[src/rtl/uart_mmio_ctrl.sv]
// MMIO front end for the shared UART: TX/RX FIFOs, TX sequencer, status/irq.
// Ports: CPU bus (addr/wdata/we/re/rdata), TX valid/ready, RX strobe, irq.
module uart_mmio_ctrl #(
  parameter int unsigned          BIT_WIDTH  = 32,
  parameter int unsigned          DATA_WIDTH = 8,
  parameter int unsigned          FIFO_DEPTH = 4,
  parameter logic [BIT_WIDTH-1:0] BASE_ADDR  = 32'h1001_0000
) (
  input  logic                  clk,
  input  logic                  rst,
  input  logic [BIT_WIDTH-1:0]  addr,
  input  logic [BIT_WIDTH-1:0]  wdata,
  input  logic                  we,
  input  logic                  re,
  output logic [BIT_WIDTH-1:0]  rdata,
  output logic                  tx_valid,
  output logic [DATA_WIDTH-1:0] tx_data,
  input  logic                  tx_ready,
  input  logic                  rx_strobe,
  input  logic [DATA_WIDTH-1:0] rx_byte,
  output logic                  irq
);

  localparam int unsigned AW = $clog2(FIFO_DEPTH);
  localparam int unsigned CW = AW + 1;

  typedef enum logic [1:0] {
    IDLE,
    SEND,
    GAP
  } tx_state_t;

  tx_state_t state, state_nx;

  logic [BIT_WIDTH-1:0] off;
  logic in_win;
  logic sel_tx, sel_rx, sel_st, sel_ctrl;

  logic [DATA_WIDTH-1:0] tx_mem [FIFO_DEPTH];
  logic [AW-1:0] tx_wp, tx_rp;
  logic [CW-1:0] tx_cnt;
  logic tx_full, tx_empty, tx_wr, tx_push, tx_pop;

  logic [DATA_WIDTH-1:0] rx_mem [FIFO_DEPTH];
  logic [AW-1:0] rx_wp, rx_rp;
  logic [CW-1:0] rx_cnt;
  logic rx_full, rx_empty, rx_wr, rx_push, rx_pop;

  logic [2:0] ctrl;
  logic tx_en, rx_en, rx_ie;
  logic rx_ovr, tx_ovf;
  logic ovr_set, ovf_set, w1c_ovr, w1c_ovf;
  logic [DATA_WIDTH-1:0] tx_data_q;
  logic [BIT_WIDTH-1:0] status;

  wire unused_ok = ^wdata[BIT_WIDTH-1:DATA_WIDTH];

  assign off      = addr - BASE_ADDR;
  assign in_win   = (off[BIT_WIDTH-1:4] == '0) && (off[1:0] == 2'b00);
  assign sel_tx   = in_win && (off[3:2] == 2'd0);
  assign sel_rx   = in_win && (off[3:2] == 2'd1);
  assign sel_st   = in_win && (off[3:2] == 2'd2);
  assign sel_ctrl = in_win && (off[3:2] == 2'd3);

  assign tx_en = ctrl[0];
  assign rx_en = ctrl[1];
  assign rx_ie = ctrl[2];

  assign tx_full  = (tx_cnt == CW'(FIFO_DEPTH));
  assign tx_empty = (tx_cnt == '0);
  assign rx_full  = (rx_cnt == CW'(FIFO_DEPTH));
  assign rx_empty = (rx_cnt == '0);

  // A full FIFO still accepts a push when the same edge frees a slot.
  assign tx_pop  = (state == IDLE) && tx_en && !tx_empty;
  assign tx_wr   = we && sel_tx;
  assign tx_push = tx_wr && (!tx_full || tx_pop);
  assign ovf_set = tx_wr && tx_full && !tx_pop;

  assign rx_pop  = re && sel_rx && !rx_empty;
  assign rx_wr   = rx_strobe && rx_en;
  assign rx_push = rx_wr && (!rx_full || rx_pop);
  assign ovr_set = rx_wr && rx_full && !rx_pop;

  assign w1c_ovr = we && sel_st && wdata[4];
  assign w1c_ovf = we && sel_st && wdata[5];

  always_ff @(posedge clk) begin
    if (tx_push) tx_mem[tx_wp] <= wdata[DATA_WIDTH-1:0];
    if (rx_push) rx_mem[rx_wp] <= rx_byte;
  end

  always_ff @(posedge clk or negedge rst) begin
    if (!rst) begin
      tx_wp  <= '0;
      tx_rp  <= '0;
      tx_cnt <= '0;
      rx_wp  <= '0;
      rx_rp  <= '0;
      rx_cnt <= '0;
    end else begin
      if (tx_push) tx_wp <= tx_wp + AW'(1);
      if (tx_pop)  tx_rp <= tx_rp + AW'(1);
      tx_cnt <= tx_cnt + CW'(tx_push) - CW'(tx_pop);
      if (rx_push) rx_wp <= rx_wp + AW'(1);
      if (rx_pop)  rx_rp <= rx_rp + AW'(1);
      rx_cnt <= rx_cnt + CW'(rx_push) - CW'(rx_pop);
    end
  end

  // Sticky flags: a same-cycle set beats the write-1-clear.
  always_ff @(posedge clk or negedge rst) begin
    if (!rst) begin
      ctrl   <= 3'b011;
      rx_ovr <= 1'b0;
      tx_ovf <= 1'b0;
      irq    <= 1'b0;
    end else begin
      if (we && sel_ctrl) ctrl <= wdata[2:0];
      rx_ovr <= ovr_set | (rx_ovr & ~w1c_ovr);
      tx_ovf <= ovf_set | (tx_ovf & ~w1c_ovf);
      irq    <= rx_ie && (!rx_empty || rx_ovr);
    end
  end

  always_ff @(posedge clk or negedge rst) begin
    if (!rst) begin
      state     <= IDLE;
      tx_data_q <= '0;
    end else begin
      state <= state_nx;
      if (tx_pop) tx_data_q <= tx_mem[tx_rp];
    end
  end

  always_comb begin
    state_nx = state;
    unique case (state)
      IDLE:    if (tx_pop) state_nx = SEND;
      SEND:    if (tx_ready) state_nx = GAP;
      GAP:     state_nx = IDLE;
      default: state_nx = IDLE;
    endcase
  end

  assign tx_valid = (state == SEND);
  assign tx_data  = tx_data_q;

  always_comb begin
    status = '0;
    status[0] = tx_full;
    status[1] = tx_empty;
    status[2] = !rx_empty;
    status[3] = rx_full;
    status[4] = rx_ovr;
    status[5] = tx_ovf;
    status[6] = (state != IDLE);
    status[8 +: CW]  = tx_cnt;
    status[12 +: CW] = rx_cnt;
  end

  always_comb begin
    rdata = '0;
    unique case (1'b1)
      sel_rx:   if (!rx_empty) rdata = BIT_WIDTH'(rx_mem[rx_rp]);
      sel_st:   rdata = status;
      sel_ctrl: rdata = BIT_WIDTH'(ctrl);
      default:  rdata = '0;
    endcase
  end

endmodule

[config.mk]
export PLATFORM = sky130hd
export DESIGN_NAME = uart_mmio_ctrl
export DESIGN_NICKNAME = d
export VERILOG_FILES = /design/src/rtl/uart_mmio_ctrl.sv
export SDC_FILE = /design/constraint.sdc
export NUM_CORES = 1
export LEC_CHECK = 0
export CELL_PAD_IN_SITES_DETAIL_PLACEMENT = 1
export CELL_PAD_IN_SITES_GLOBAL_PLACEMENT = 1
export CORE_ASPECT_RATIO = 0.7
export CORE_MARGIN = 5
export CORE_UTILIZATION = 43
export CTS_BUF_LIST = sky130_fd_sc_hd__clkbuf_2 sky130_fd_sc_hd__clkbuf_4 sky130_fd_sc_hd__clkbuf_8
export DETAILED_ROUTE_END_ITERATION = 8
export PLACE_DENSITY_LB_ADDON = 0.1
export SYNTH_ARGS = -nofsm -noshare
export SYNTH_HDL_FRONTEND = slang
export SYNTH_SLANG_ARGS = --single-unit
[constraint.sdc]
create_clock -name clk -period 4.1 [get_ports clk]
set_input_delay 0.82 -clock clk [delete_from_list [all_inputs] [get_ports clk]]
set_output_delay 0.82 -clock clk [all_outputs]
set_load 0.1 [all_outputs]
## After elaboration in Yosys (flattened, before gate mapping)

Memories as Yosys holds them, arrays and structs flattened. A register that Yosys moved wholly into a read port is not among the register bits.
Cells that the tools add are included.

- Reductions and logical operators: 40
- Equality and inequality tests: 8
- $add $sub $neg: 9
- Mux-type cells: 9
- Bitwise logic cells: 6

Operators by type and width:

| kind | count |
|---|---|
| $pmux 32 s3 | 1 |
| $sub 32x29->32 const B | 1 |
| $logic_not 28->1 | 1 |
| $logic_and 1x1->1 | 22 |
| $add 2x1->2 const B | 4 |
| $mux 8 | 1 |
| $logic_not 1->1 | 7 |
| $add 3x1->3 | 2 |
| $eq 3x3->1 const B | 2 |
| $logic_not 2->1 | 3 |
| $logic_not 3->1 | 2 |
| $sub 3x1->3 | 2 |
| $eq 2x1->1 const B | 2 |
| $eq 2x2->1 const B | 2 |
| $mux 1 | 4 |
| $mux 2 | 2 |
| $pmux 2 s2 | 1 |
| $logic_or 1x1->1 | 3 |
| $and 1x1->1 | 2 |
| $ne 2x1->1 const B | 1 |
| $ne 2x2->1 const B | 1 |
| $not 1->1 | 2 |
| $or 1x1->1 | 2 |
| $reduce_and 2->1 | 1 |
| $reduce_bool 2->1 | 1 |

- Logic and storage cells: 85
- Output and inout bits: 42
- Input bits: 78
- Memories: 2
- Register bits after elaboration: 22
- Memory bits (writable): 64

Memory list:

| name | words | bits a word | rd ports | clocked after memory_dff | wr ports | RTL line | source |
|---|---|---|---|---|---|---|---|
| rx_mem | 4 | 8 | 1 | 0 | 1 | 44 | `logic [DATA_WIDTH-1:0] rx_mem [FIFO_DEPTH];` |
| tx_mem | 4 | 8 | 1 | 1 | 1 | 39 | `logic [DATA_WIDTH-1:0] tx_mem [FIFO_DEPTH];` |

## Logic depth before layout (Yosys ltp)

Gate-level depths: netlist of the first run.

- Word-level depth: 10
- Mapped depth: 12
- Mapped depth without buffers: 11

## Worst setup path after synthesis of the first run

OpenSTA, ideal clock, no wires.

- Path type: input-to-output
- Start: in addr[30]
- End: out rdata[6]
- Data required time: 3.280 ns
- Stages: 6
- Path buffers: 2
- Arrival: 3.330 ns
- Slack: -0.050 ns
- Cell sequence: nor4_2 -> nand3_1 -> or3_1 -> buf_6 -> buf_2 -> a21oi_1

- Cells in the longest elaborated chain, start to end: 5
- Elaborated cells on any way between the ends: 7
- Classes of those cells: add/sub (1); mux (1); reduce/logical (5)

RTL lines:

| item | RTL line | source |
|---|---|---|
| start, declared | 11 | `input logic [BIT_WIDTH-1:0] addr,` |
| $sub 32x29->32 * | 58 | `assign off = addr - BASE_ADDR;` |
| $logic_not 28->1 * | 59 | `assign in_win = (off[BIT_WIDTH-1:4] == '0) && (off[1:0] == 2'b00);` |
| $logic_and 1x1->1 * | 59 |  |
| $logic_and 1x1->1 (on tied branches) | 63, 61, 62 |  |
| $pmux 32 s3 * | 164 | `unique case (1'b1)` |
| end, declared | 15 | `output logic [BIT_WIDTH-1:0] rdata,` |

Every way passes the cells marked *; elsewhere a longest branch is shown, timed or not.

## Final worst setup path of the first run

- Start: in addr[17]
- End: out rdata[13]

The elaborated chain is that of the path after synthesis.

==> metrics.txt, run 1 <==
outcome=complete, no violations; FF+latch count, synth=94; largest net degree at the start of global routing=31; EDFF count, synth=64; worst vdd ir=0.155 mV; RePlAce Congestion=0.722; die height=93.0 microns; unrepaired setup endpoints after global routing=false; root buf cell=clkbuf_8; initial antenna violation count=0; Remaining DRCs=0; post-synthesis sequential area ratio=0.633; final core utilization=0.567; final setup margin=0.419 ns; # diodes=0; 1st-iter DRT viols=113; DP Worst Slack=0.283 ns; path type of the worst setup path=in2out; CTS tree=built; Row Count=30; Syn Area/Cell=15.3 sq um; minimum clock period=3.68 ns; mapped cell area=0.00423 sq mm; number of synthesis warnings=0; clk_lat worst skew=0.36 ns; clk slew on worst S/H paths=0.10 ns; ratio of cells with drive above 1 in the final layout=0.225; WP data arrival=2.86 ns; setup bufs post-CTS=0; # port buffers=77; post-synthesis cell type count=42; setup_tns=0 ns; Layout area overhead=29.4%; Tightest Pin Transition=0.996 ns; WHS=0.515 ns; First-pass DRT Iterations=4; DR vias/cell=5.15; die area=0.0119 sq mm; CP Launch Type=primary input; # setup viols final=0; boundary pin count=120; CTS Buffer Depth=2; Initial Utilization=0.438; # resized after CTS=0; cell area power density=317 mW/mm^2; Synth Instances=276; core area=0.00965 sq mm; DIE WIDTH=129 microns; Final Hold Viols=0; fmax=272 MHz; CP Data Required Time=3.28 ns; Detail Placement HPWL=7110 microns; drt total wl=9400 microns; Sink Count=94; TritonCTS buffer count=9; Hold Path Class=reg2reg; Crit Path Max Fanout=6; Via Count=2,580; Hold-fix buffers, CTS=0; H-Tree Depth=3; GRT Total Usage=0.170; Final nets=459; vias in the first global route=2,863; Final period util=0.898; skew final=0.0109 ns; MaxCap Viol Count=0; Post-DRT Antenna Nets=0; first-pass GRT wire length=15,300 microns; Rel. slew slack=0.334; Max Slew Vio Count=0; Post-synth ARST share=0.319; critical path endpoint category=primary output; Lkg Pwr=2.04 nW; wire per inst=18.8 microns; Top FF cell, synth=edfxtp_1; GR Overflow Total=0
-- synth_stat cells (2+ instances only) --
cell	n	area (sq um)
buf_2	2	10.0
a21oi_1	2	10.0
a22oi_1	5	37.5
nor4b_2	2	30.0
nor4_1	3	18.8
clkbuf_1	5	18.8
mux2_2	15	169
nand3_1	3	15.0
o21ai_0	3	15.0
and2_1	12	75.1
ha_1	11	138
buf_4	18	135
nand2_1	12	45.0
or3_1	2	12.5
inv_1	15	56.3
fa_1	2	40.0
nor4_2	2	25.0
dfstp_2	2	52.6
dfrtp_1	28	701
o31ai_1	2	15.0
nor2_1	19	71.3
edfxtp_1	64	1920
xnor2_1	7	61.3
xor2_1	3	26.3
nor3_1	5	25.0
mux4_2	16	360
-- where the power goes --
| group | internal (mW) | total, mW | switching (mW) |
|---|---|---|---|
| Sequential | 1.01 | 1.01 | 0.00000000711 |
| Combinational | 0.0499 | 0.152 | 0.102 |
| Clock | 0.228 | 0.568 | 0.340 |
-- cells by family after synthesis --
group / Yosys count / share of synthesized area
flops: 94 / 0.633
simple gates: 66 / 0.0885
buf+inv: 42 / 0.0556
mux: 32 / 0.129
compound gates: 18 / 0.0308
fa+ha+maj: 13 / 0.0420
xor+xnor: 10 / 0.0207
other cells: 1 / 0.000887
-- final cells by class --
class / count / area [sq um]
Clock buffer: 9 / 124
Clock inverter: 7 / 55.1
Fill cell: 942 / 4180
Inverter: 15 / 56.3
Multi-Input combinational cell: 157 / 1390
Sequential cell: 94 / 2680
Tap cell: 128 / 160
Timing Repair Buffer: 91 / 1020
-- cell usage in the layout, fill, tap and decap left out, types with 14 or more instances in the layout --
cell type / netlist / final
buf_12: 0 / 14
buf_4: 18 / 14
clkdlybuf4s50_1: 0 / 63
conb_1: 1 / 18
dfrtp_1: 28 / 28
edfxtp_1: 64 / 64
inv_1: 15 / 15
mux2_2: 15 / 15
mux4_2: 16 / 16
nor2_1: 19 / 19
-- stage by stage --
stage               std cells  cell area [sq um]  power (mW)
CTS                       501               5470        1.75
detailed placement        485               5290        1.19
finish                    501               5470        1.73
global placement          485               5290        1.19
global route              501               5470        1.81
floorplan                 293               4300        1.13
-- path summary, 6_finish.rpt --
path / startpoint / end / slack [ns] / depth (start not counted)
worst max-delay path: addr[17] / rdata[13] / 0.42 / 8
worst min-delay path: tx_data[0] / tx_data[0] / 0.52 / 1
worst max register to register: rx_cnt[1] / rx_cnt[2] / 1.68 / 9
worst min register to register: tx_data[0] / tx_data[0] / 0.52 / 1
max in group asynchronous: rst / ctrl[1] / 2.91 / 2
min in group asynchronous: rst / tx_data[6] / 0.86 / 2
-- sequential cells by signal, summed over array words and instances (netlist names) --
| register | count |
|---|---|
| tx_mem | 32 |
| rx_wp | 2 |
| irq | 1 |
| tx_ovf | 1 |
| rx_cnt | 3 |
| tx_data | 8 |
| tx_cnt | 3 |
| rx_mem | 32 |
| tx_rp | 2 |
| rx_rp | 2 |
| state | 2 |
| rx_ovr | 1 |
| tx_wp | 2 |
| ctrl | 3 |
-- per-layer routing --
metal  vias up  GRT usage  part of all wire
met5         -          0                 0
met4         0     0.0288            0.0065
met3         6     0.0657             0.072
met2        84      0.268              0.47
met1      1325      0.228              0.45
li1       1165          -                 -
-- critical path, stage by stage --
cell	delay [ns]
clkdlybuf4s50_1	0.42
o311ai_1	0.29
nand4_1	0.17
or3_1	0.43
nor3_1	0.17
buf_4	0.18
and2_1	0.19
buf_12	0.19
Note: power is estimated with default switching activity, not from simulation.
==> run 2: changes to the inputs <==
--- a/config.mk
+++ b/config.mk
@@ -9,8 +9,9 @@
 export CELL_PAD_IN_SITES_GLOBAL_PLACEMENT = 1
 export CORE_ASPECT_RATIO = 0.7
 export CORE_MARGIN = 5
-export CORE_UTILIZATION = 43
+export CORE_UTILIZATION = 35
 export CTS_BUF_LIST = sky130_fd_sc_hd__clkbuf_2 sky130_fd_sc_hd__clkbuf_4 sky130_fd_sc_hd__clkbuf_8
+export CTS_CLUSTER_SIZE = 14
 export DETAILED_ROUTE_END_ITERATION = 8
 export PLACE_DENSITY_LB_ADDON = 0.1
 export SYNTH_ARGS = -nofsm -noshare
==> metrics.txt, run 2 (same netlist as run 1, synthesis figures left out) <==
CTS Buffer Depth=2; drt total wl=9180 microns; Reg area=0.00268 sq mm; die height=102 microns; setup_tns=0 ns; H-Tree Depth=3; clk slew on worst S/H paths=0.09 ns; 1st-iter DRT viols=100; Fillers=1,181; Crit Path Max Fanout=8; Sink Count=94; boundary pin count=120; wire per inst=17.3 microns; GR Overflow Total=0; Multi-input gate area=0.00139 sq mm; fmax=260 MHz; RePlAce Congestion=0.700; # setup viols final=0; CP Launch Type=primary input; MaxCap Viol Count=0; Via Count=2,494; Lkg Pwr=2.07 nW; Hold-fix buffers, CTS=0; first-pass GRT wire length=14,700 microns; # resized after CTS=0; CP Data Required Time=3.28 ns; most common cell after layout, fill and taps aside=edfxtp_1; # port buffers=77; minimum clock period=3.84 ns; vias in the first global route=2,690; most frequent cells in the layout=edfxtp_1, clkdlybuf4s50_1, dfrtp_1, nor2_1, conb_1; Final period util=0.938; die area=0.0144 sq mm; First-pass DRT Iterations=4; DR vias/cell=4.71; largest net degree at the start of global routing=31; Max Slew Vio Count=0; DIE WIDTH=141 microns; total power=1.87 mW; root buf cell=clkbuf_8; worst vdd ir=0.151 mV; Layout area overhead=31.5%; # diodes=0; TritonCTS buffer count=9; cell area power density=337 mW/mm^2; unrepaired setup endpoints after global routing=false; critical path endpoint category=primary output; CP Cell Sequence=clkdlybuf4s50_1, nor4b_1, nand2_1, or3_1, nor3_1, buf_4, and2_1, buf_12; Final nets=459; Rel. slew slack=0.330; Post-DRT Antenna Nets=0; Tightest Pin Transition=1.00 ns; core area=0.0118 sq mm; WP data arrival=3.02 ns; Detail Placement HPWL=7070 microns; slowest CP cell=or3_1; Hold Path Class=reg2reg; ratio of cells with drive above 1 in the final layout=0.225; path type of the worst setup path=in2out; Initial Utilization=0.359; Row Count=33; GRT Total Usage=0.136; initial antenna violation count=0; CTS tree=built; clk_lat worst skew=0.37 ns; Remaining DRCs=0; Final Hold Viols=0; setup bufs post-CTS=0; Worst path max stage delay=0.51 ns; outcome=complete, no violations; skew final=0.0197 ns
-- run 2: critical path, delay by kind of cell --
| family | cells | cell delay, ns |
|---|---|---|
| buffers and inverters | 3 | 0.86 |
| and+or+nand+nor | 5 | 1.34 |
-- run 2: worst paths after layout --
| check | slack, ns | cells after the start | start | end |
|---|---|---|---|---|
| max | 0.26 | 8 | addr[28] | rdata[12] |
| min | 0.51 | 1 | tx_data[2] | tx_data[2] |
| max reg2reg | 1.68 | 9 | rx_cnt[1] | rx_cnt[2] |
| min reg2reg | 0.51 | 1 | tx_data[2] | tx_data[2] |
| max in group asynchronous | 2.91 | 2 | rst | ctrl[1] |
| min in group asynchronous | 0.83 | 2 | rst | tx_data[7] |
-- run 2: layout make-up --
| class | instances | share of cell area |
|---|---|---|
| Clock inverter | 7 | 0.0191 |
| Tap cell | 157 | 0.0353 |
| Timing Repair Buffer | 91 | 0.183 |
| Clock buffer | 9 | 0.0223 |
| Multi-Input combinational cell | 157 | 0.249 |
| Sequential cell | 94 | 0.481 |
| Inverter | 15 | 0.0101 |
-- run 2: stage by stage --
stage                util  instances  area, sq um  hold WS [ns]  setup slack, ns
finish              0.472        530         5560         0.514            0.255
global route        0.472        530         5560         0.536           0.0334
CTS                 0.472        530         5560         0.519            0.161
detailed placement  0.453        514         5330         0.497           0.0226
global placement    0.453        514         5330         0.489           0.0955
floorplan               -        293         4300         0.487            0.146
-- run 2: layer usage --
layer  track usage  up-vias  wire length [microns]
met5             0        -                      0
met4        0.0447        0                    116
met3        0.0482       10                    743
met2         0.196       86                   3990
met1         0.194     1231                   4330
li1              -     1167                      -
-- run 2: power by group --
part | internal [mW] | switching (mW)
sequential | 1.01 | 0.00000000663
combinational | 0.0499 | 0.102
clock | 0.357 | 0.349
==> run 3: changes to the inputs <==
--- a/config.mk
+++ b/config.mk
@@ -8,7 +8,7 @@
 export CELL_PAD_IN_SITES_DETAIL_PLACEMENT = 1
 export CELL_PAD_IN_SITES_GLOBAL_PLACEMENT = 1
 export CORE_ASPECT_RATIO = 0.7
-export CORE_MARGIN = 5
+export CORE_MARGIN = 2
 export CORE_UTILIZATION = 35
 export CTS_BUF_LIST = sky130_fd_sc_hd__clkbuf_2 sky130_fd_sc_hd__clkbuf_4 sky130_fd_sc_hd__clkbuf_8
 export CTS_CLUSTER_SIZE = 14
==> metrics.txt, run 3 (same netlist as run 1, synthesis figures left out) <==
path type of the worst setup path=in2out; setup_tns=0 ns; Fillers=1,161; Row Count=33; Sink Count=94; most common cell after layout, fill and taps aside=edfxtp_1; Remaining DRCs=0; Final Hold Viols=0; total power=1.80 mW; Post-DP Area=0.00534 sq mm; root buf cell=clkbuf_8; Post-DRT Antenna Nets=0; Hold EP=tx_data[5]; Hold-fix buffers, CTS=0; CP Data Required Time=3.28 ns; wire per inst=16.8 microns; skew final=0.0116 ns; TritonCTS buffer count=9; Hold Path Class=reg2reg; final core utilization=0.473; largest net degree at the start of global routing=31; worst reg2reg path startpoint=rx_cnt[1]; GR Overflow Total=0; Lkg Pwr=2.06 nW; DIE WIDTH=135 microns; WHS=0.511 ns; die area=0.0130 sq mm; ratio of cells with drive above 1 in the final layout=0.225; CTS Buffer Depth=2; Rel. slew slack=0.353; cell area power density=324 mW/mm^2; # resized after CTS=0; clk_lat worst skew=0.37 ns; MaxCap Viol Count=0; Initial Utilization=0.361; fmax=258 MHz; Crit Path Max Fanout=6; Final period util=0.944; core area=0.0117 sq mm; r2r setup slk=1.72 ns; worst vdd ir=0.186 mV; vias in the first global route=2,634; Layout area overhead=31.1%; min-delay src=tx_data[5]; # setup viols final=0; r2r worst-path depth=9; CP Launch Type=primary input; die height=96.0 microns; DR vias/cell=4.73; Final nets=460; CTS tree=built; RePlAce Congestion=0.720; # diodes=0; # port buffers=77; initial antenna violation count=0; DP Worst Slack=0.195 ns; most frequent cells in the layout=edfxtp_1, clkdlybuf4s50_1, dfrtp_1, nor2_1, conb_1; First-pass DRT Iterations=4; boundary pin count=120; outcome=complete, no violations; drt total wl=8940 microns; H-Tree Depth=3; clk slew on worst S/H paths=0.09 ns; Cells after DPL=515; Hold Crit Depth=1; first-pass GRT wire length=14,200 microns; 1st-iter DRT viols=105; critical path endpoint category=primary output; post-layout instance area=0.00554 sq mm; GRT Total Usage=0.150; setup bufs post-CTS=0; unrepaired setup endpoints after global routing=false; WP data arrival=3.05 ns; minimum clock period=3.87 ns; Detail Placement HPWL=6840 microns; Via Count=2,511; reg-to-reg endpoint=rx_cnt[2]; Max Slew Vio Count=0; final setup margin=0.230 ns; Tightest Pin Transition=0.968 ns; non-filler cells, final=531
[run 3: changes by cell type in the layout (fill, tap and decap cells not counted), sizes merged]
cell    previous run  this run
clkbuf             9        10
clkinv             0         3
buf               28        29
bufinv             2         1
inv               20        17
[run 3: worst max-delay path: stages]
cell and delay, ns:
clkdlybuf4s50_1 0.42, o311ai_1 0.32, nand4_1 0.17, or3_1 0.48
nor3_1 0.29, buf_4 0.17, and2_1 0.19, buf_12 0.19
[run 3: power breakdown]
group	internal (mW)	switching, mW	total (mW)
registers	1.01	0.00000000672	1.01
clock network	0.303	0.329	0.632
logic	0.0500	0.102	0.152
[run 3: metal layers]
layer,vias to the layer above,part of all wire,GRT usage
li1,1157,-,-
met2,72,0.46,0.242
met1,1272,0.47,0.202
met4,0,0.012,0.0443
met5,-,0,0
met3,10,0.057,0.0411
[run 3: how the worst max path moves through the flow]
| stage | cells after the start | end | from | slack (ns) |
|---|---|---|---|---|
| 3_3_place_gp | 8 | rdata[13] | addr[30] | 0.21 |
| 4_1_cts | 8 | rdata[14] | addr[30] | 0.20 |
| 5_1_grt | 8 | rdata[8] | addr[17] | 0.06 |
| 6_report | 8 | rdata[14] | addr[17] | 0.23 |
| 3_5_place_dp | 12 | tx_cnt[2] | addr[30] | 0.19 |
| 2_1_floorplan | 6 | rdata[0] | addr[30] | 0.15 |
[run 3: cell type report]
class,instances,area [sq um],area share
clock buffer,10,138,0.0248
inverter,15,56.3,0.0102
sequential,94,2680,0.483
timing repair buffer,92,1020,0.185
clock inverter,6,68.8,0.0124
multi-input combinational,157,1390,0.250
tap,157,196,0.0354
